===== src/rtl/relu.sv =====
// rtl/relu.sv - signed ReLU activation: combinational ReLU plus registered mode-selectable path with statistics
module relu #(
    parameter int DATA_WIDTH = 8,
    parameter int LEAK_SHIFT = 3,
    parameter int CNT_WIDTH  = 16
) (
    input  logic                         clk,
    input  logic                         rst,
    input  logic signed [DATA_WIDTH-1:0] in,
    output logic signed [DATA_WIDTH-1:0] out,
    input  logic        [1:0]            mode,
    input  logic signed [DATA_WIDTH-1:0] clip_max,
    input  logic                         in_valid,
    output logic signed [DATA_WIDTH-1:0] out_q,
    output logic                         out_valid,
    output logic        [CNT_WIDTH-1:0]  neg_count,
    output logic        [CNT_WIDTH-1:0]  clip_count,
    input  logic                         clr_stats
);

    localparam logic [1:0] MODE_RELU  = 2'b00;
    localparam logic [1:0] MODE_LEAKY = 2'b01;
    localparam logic [1:0] MODE_CLIP  = 2'b10;
    localparam logic [1:0] MODE_IDENT = 2'b11;

    localparam logic [CNT_WIDTH-1:0] CNT_MAX = '1;
    localparam logic [CNT_WIDTH-1:0] CNT_ONE = CNT_WIDTH'(1);

    logic                         is_neg;
    logic                         above_clip;
    logic                         clip_hit;
    logic signed [DATA_WIDTH-1:0] relu_val;
    logic signed [DATA_WIDTH-1:0] leaky_val;
    logic signed [DATA_WIDTH-1:0] act_val;

    // Zero-latency ReLU: only the sign bit of in steers it, so other inputs cannot disturb it.
    assign out = in[DATA_WIDTH-1] ? '0 : in;

    assign is_neg     = in[DATA_WIDTH-1];
    assign relu_val   = is_neg ? '0 : in;
    // Arithmetic shift floors toward -inf, so small negatives saturate at -1 rather than 0.
    assign leaky_val  = in >>> LEAK_SHIFT;
    assign above_clip = (in > clip_max);
    // A non-negative sample above the bound counts as clipped even when the bound itself is negative.
    assign clip_hit   = (mode == MODE_CLIP) && !is_neg && above_clip;

    // Select the activation function for the registered path.
    always_comb begin
        act_val = relu_val;
        case (mode)
            MODE_RELU:  act_val = relu_val;
            MODE_LEAKY: act_val = is_neg ? leaky_val : in;
            MODE_CLIP: begin
                // A negative bound forces every result to zero.
                if (is_neg || clip_max[DATA_WIDTH-1])
                    act_val = '0;
                else if (above_clip)
                    act_val = clip_max;
                else
                    act_val = in;
            end
            MODE_IDENT: act_val = in;
            default:    act_val = relu_val;
        endcase
    end

    // Capture the activation result on accepted samples; hold it otherwise.
    always_ff @(posedge clk or posedge rst) begin
        if (rst)
            out_q <= '0;
        else if (in_valid)
            out_q <= act_val;
    end

    // Valid follows in_valid by one cycle; reset drops it asynchronously.
    always_ff @(posedge clk or posedge rst) begin
        if (rst)
            out_valid <= 1'b0;
        else
            out_valid <= in_valid;
    end

    // Saturating count of accepted negative samples; clear wins over increment.
    always_ff @(posedge clk or posedge rst) begin
        if (rst)
            neg_count <= '0;
        else if (clr_stats)
            neg_count <= '0;
        else if (in_valid && is_neg && (neg_count != CNT_MAX))
            neg_count <= neg_count + CNT_ONE;
    end

    // Saturating count of accepted samples clipped in clipped mode; clear wins over increment.
    always_ff @(posedge clk or posedge rst) begin
        if (rst)
            clip_count <= '0;
        else if (clr_stats)
            clip_count <= '0;
        else if (in_valid && clip_hit && (clip_count != CNT_MAX))
            clip_count <= clip_count + CNT_ONE;
    end

endmodule


===== config.mk =====
export PLATFORM = sky130hd
export DESIGN_NAME = relu
export DESIGN_NICKNAME = d
export VERILOG_FILES = /design/src/rtl/relu.sv
export SDC_FILE = /design/constraint.sdc
export NUM_CORES = 1
export LEC_CHECK = 0
export BUFFER_PORTS_ARGS = -buffer_cell sky130_fd_sc_hd__buf_2
export CORE_MARGIN = 5
export CORE_UTILIZATION = 40
export CTS_CLUSTER_SIZE = 25
export DETAILED_ROUTE_END_ITERATION = 7
export SLEW_MARGIN = 10
export SYNTH_ARGS = -nofsm -noshare
export SYNTH_HDL_FRONTEND = slang
export SYNTH_SLANG_ARGS = --single-unit

===== constraint.sdc =====
create_clock -name clk -period 2.77 [get_ports clk]
set_clock_uncertainty 0.15 [all_clocks]
set_input_delay 0.1385 -clock clk [delete_from_list [all_inputs] [get_ports clk]]
set_output_delay 0.1385 -clock clk [all_outputs]
set_load 0.05 [all_outputs]

; After elaboration in Yosys (flattened, before gate mapping)
; Cells that the tools add are included.
[classes]
add_sub_neg = 2
magnitude_cmp = 1
eq_ne = 5
n_mux = 9
reduce_logical = 11
[op_table]
columns = op, n
row1 = $mux 16, 4
row2 = $add 16x1->16 const B, 2
row3 = $ne 16x16->1 const B, 2
row4 = $pmux 8 s4, 1
row5 = $mux 8, 3
row6 = $gt 8x8->1, 1
row7 = $mux 7, 1
row8 = $logic_and 1x1->1, 6
row9 = $eq 2x2->1 const B, 2
row10 = $reduce_bool 2->1, 2
row11 = $eq 2x1->1 const B, 1
row12 = $logic_not 2->1, 1
row13 = $logic_not 1->1, 1
row14 = $logic_or 1x1->1, 1
[totals]
regBits = 41
in_bits = 22
wordCells = 32

; Depth between registers and ports, before layout
[depth]
depth_word = 7
depth_mapped = 10

; Worst setup path before layout
; OpenSTA, ideal clock, no wires.
[synth_timing]
path_kind = reg-to-reg
start = reg clip_count[10]
end = reg clip_count[3]
t_arrival_ns = 2.133
setup_slack_ns = 0.409
path_stages_with_launch = 8
path_buffers = 1
synth_period_minus_slack_ns = 2.361
cell_sequence = dfrtp_1 -> and4_4 -> and3_4 -> and3_1 -> a31o_1 -> buf_2 -> or4_1 -> a21oi_1
[synth_between]
elab_chain_len = 3
[synth_lines]
columns = item, line
row1 = "start, declared", 17  ; output logic [CNT_WIDTH-1:0] clip_count,
row2 = "start signal, assigned", 100  ; clip_count <= clip_count + CNT_ONE;
row3 = $ne 16x16->1, 99  ; else if (in_valid && clip_hit && (clip_count != CNT_MAX))
row4 = $logic_and 1x1->1, 99
row5 = $reduce_bool 2->1 (no source line), n/a
; No other way between the ends.
; A chain may end at the register's enable or synchronous reset.

; Final worst setup path
[layout_timing]
start = in in[3]
end = reg clip_count[4]
[layout_between]
elab_chain_len = 5
[layout_lines]
columns = item, line
row1 = "start, declared", 9  ; input logic signed [DATA_WIDTH-1:0] in,
row2 = $gt 8x8->1, 43  ; assign above_clip = (in > clip_max);
row3 = $logic_and 1x1->1, 45  ; assign clip_hit = (mode == MODE_CLIP) && !is_neg && above_clip;
row4 = $logic_and 1x1->1 (2 in a row), 99
row5 = $reduce_bool 2->1 (no source line), n/a
; No other way between the ends.

==> reports/qor.csv <==
stage,metric,value,unit
status,outcome,finished clean,
yosys,"FFs w/ async S/R, synth",1.00,
die,Initial Util,0.415,
placed_design,routability cong.,0.797,
yosys,synthesized flop and latch total,41,
routing,final wirelength,6970,um
yosys,XOR/XNOR Fraction of Synth Area,0.0496,
clock_network,# H-tree levels,2,
yosys,ys flop type,dfrtp_1,
clock_network,CTS tree,done,
setup_path,Reg2Reg Capture Point,clip_count[4]$_DFFE_PP0P_,
min_path,hold path cells,3,
routing,DRC,0,
clock_network,total CTS buffers,5,
setup_path,CP Class,input port to flop,
routing,routed via count,2524,
setup_path,Critical Path Max Stage Delay,530,ps
min_path,Hold Path Class,input port to flop,
routing,1st-iter DRT viols,151,
clock_network,Worst-path clk slew,90,ps
die,core area,6390,sq um
power,PD cells,415,nW/um^2
setup_path,Crit. End Element,flop,
setup_path,Setup crit start kind,input port,
power,Max VDD drop,0.000270,V
die,Ports,71,
power,combinational share of power,0.229,
sta,Final Hold Fails,0,
grt,gr ovfl total,0,
die,die area,8350,sq um
grt,largest net degree at the start of global routing,42,
setup_path,"Arr. time, crit path",2560,ps
finish,post-route core utilization,0.503,
routing,DR vias/cell,5.58,
power,Clk pwr share,0.300,
die,die width,91.4,um
yosys,Mapped Area,2650,sq um
routing,Initial DRT Pass Iterations,4,
placed_design,DP Wirelength,4940,um
yosys,Synth Warn #,0,
die,die height,91.4,um
yosys,number of flops mapped to enable cells by yosys,0,
setup_path,FF-to-FF setup slack,300,ps
finish,# nets final,407,
power,P_sw,455,uW
sta,Final WS setup,274,ps
power,sequential share of power,0.470,
finish,layout cells sized above 1,0.240,
finish,Sequential Area,1030,sq um
sta,final period utilization,0.901,
yosys,sequential cell area fraction in the yosys report,0.387,
setup_path,Reg2Reg Launch Point,clip_count[9]$_DFFE_PP0P_,
yosys,ranking of synthesized cells by area,"dfrtp_1 (39%), ha_1 (5.2%), a21oi_1 (4.0%), nor2_1 (4.0%), nand3_1 (3.8%)",
routing,Avg WL per Cell,15.4,um
yosys,Gate Count Post-Synth,306,
yosys,Netlist cell types,49,
sta,RSZ-0062 raised after global routing,no,
die,row count,29,
grt,initial antenna violation count,0,
power,Leak Pwr,0.00150,uW
min_path,worst hold path startpoint,in[5],
placed_design,post-place setup slack,342,ps
setup_path,CP required,2840,ps
yosys,Mapped Avg Cell Area,8.66,sq um
sta,Least-Margin Pin Slew,901,ps
setup_path,R2R cell count,6,
flow_run,Max Cap Viol,0,
finish,filler instances,640,
finish,Area Overhead vs Synth,21.3,%
power,sw frac,0.341,
clock_network,Skew-Pair Late Insertion Delay,300,ps
clock_network,root buffer cell,clkbuf_8,
placed_design,port buffer count,69,
setup_path,CP Cell Sequence,dlygate4sd3_1 -> buf_2 -> ha_1 -> nand4_1 -> nor2_1 -> a211oi_1 -> nor2_2 -> buf_12 -> or4_1 -> a21oi_1,
yosys,biggest area consumer among synthesized cells,dfrtp_1,
yosys,Synth Area in Simple Gates,0.268,
sta,Final Setup Violations,0,
routing,DRT antenna net count,0,
clock_network,Sink Count,41,
sta,sum of negative setup slack,0,ps
yosys,area fraction of the dominant cell type after synthesis,0.387,
finish,n_diodes,0,
setup_path,CP max FO,35,
yosys,Mapped Nets,339,
sta,Final min period,2500,ps
grt,global-route wire length before repair,12000,um
sta,Max Freq,0.401,GHz
yosys,main combinational cell family by area after synthesis,simple AND/OR/NAND/NOR gates,
grt,Tot GR Track Use,0.171,
yosys,Compound-Gate Fraction of Synth Area,0.174,
finish,area of the multi-input gates,1490,sq um
power,internal power,880,uW
sta,Slew HR,0.399,
yosys,adder-cell area share of the yosys netlist,0.0519,
sta,Slew Limit Fails,0,
grt,vias in the first global route,2449,
setup_path,slowest CP cell,dlygate4sd3_1,
min_path,Hold EP,out_q[5]$_DFFE_PP0P_,
yosys,proportion of synthesized area in mux cells,0.0161,
clock_network,clk buf depth,2,
how the worst max path moves through the flow:
stage,cells past startpoint,endpoint,startpoint
floorplan,7,clip_count[3]$_DFFE_PP0P_,clip_count[10]$_DFFE_PP0P_
global placement,6,clip_count[5]$_DFFE_PP0P_,clip_count[10]$_DFFE_PP0P_
detailed placement,6,clip_count[4]$_DFFE_PP0P_,clip_count[10]$_DFFE_PP0P_
CTS,10,clip_count[4]$_DFFE_PP0P_,in[3]
global route,10,clip_count[7]$_DFFE_PP0P_,in[3]
finish,10,clip_count[4]$_DFFE_PP0P_,in[3]
area by class of cell:
class | count | share of cell area
clock buffers | 5 | 0.0214
clock inverters | 3 | 0.00545
inverters | 12 | 0.0140
multi-input cells | 232 | 0.463
flip-flops and latches | 41 | 0.319
well taps | 77 | 0.0300
repair buffers | 82 | 0.147
cells by family after synthesis:
group | count (synthesis)
flip-flops | 41
other | 1
adder cells (fa/ha/maj) | 11
multiplexers | 4
AO/OA/AOI/OAI | 70
AND/OR/NAND/NOR | 131
buffers and inverters | 33
XOR/XNOR | 15
per-stage QoR:
stage / area [sq um] / total power [uW] / std cells / hold slack [ps]
finish: 3210 / 1340 / 452 / 22.2
global route: 3210 / 1410 / 452 / 32.5
CTS: 3210 / 1360 / 452 / 10.0
detailed placement: 3060 / 940 / 437 / 157
global placement: 3060 / 938 / 437 / 161
floorplan: 2650 / 850 / 306 / 19.9
cells in the mapped netlist (all sizes together) (2+ instances only):
master   number
and4          3
nor3b         3
buf          10
a21o          4
or4          12
nand2b        2
nand2        18
nor3          7
o211ai        7
xor2         10
o21ai         8
a21oi        21
ha           11
and2          3
and3          6
o22ai         3
mux2i         2
o31ai        13
o2111ai       3
mux2          2
nand3        20
xnor2         5
inv          12
nor2         29
clkbuf       11
a2bb2oi       3
nor2b        10
dfrtp        41
nand4        12
routing by layer:
metal | global-route usage | wire, um | share of wire
met5 | 0 | 0 | 0
met4 | 0.0440 | 69 | 0.0099
met3 | 0.0405 | 314 | 0.045
met2 | 0.271 | 3320 | 0.48
met1 | 0.232 | 3260 | 0.47
state kept, by name (all words and copies together), names as in the netlist:
name and cells:
out_q 8, clip_count 16, neg_count 16, out_valid 1
placed cells by master, fill, tap and decap left out, types with 5 or more instances in the layout:
cell,instances
buf_2,69
dfrtp_1,41
nor2_1,28
a21oi_1,21
nand3_1,20
nand2_1,18
o31ai_1,13
nand4_1,12
inv_1,12
or4_1,12
ha_1,11
nor2b_1,10
xor2_1,10
o21ai_0,8
o211ai_1,7
nor3_1,7
dlygate4sd3_1,7
and3_1,5
xnor2_1,5
clkbuf_8,5
buf_4,5
critical path, delay by kind of cell:
family	cells	cell delay [ps]
buf+inv	3	870
compound gates	2	440
simple gates	4	770
fa+ha+maj	1	330
power groups by stage:
stage / Combinational [uW] / Clock [uW] / Sequential (uW)
floorplan: 149 / 0 / 702
global placement: 299 / 0 / 639
detailed placement: 300 / 0 / 641
CTS: 308 / 420 / 629
global route: 334 / 443 / 631
finish: 306 / 401 / 628
repair_timing:
item	in CTS	in global routing
resized for setup	0	0
setup buffers	0	0
hold endpoints to repair	47	0
hold buffers	7	0
(Power assumes the default switching activity.)
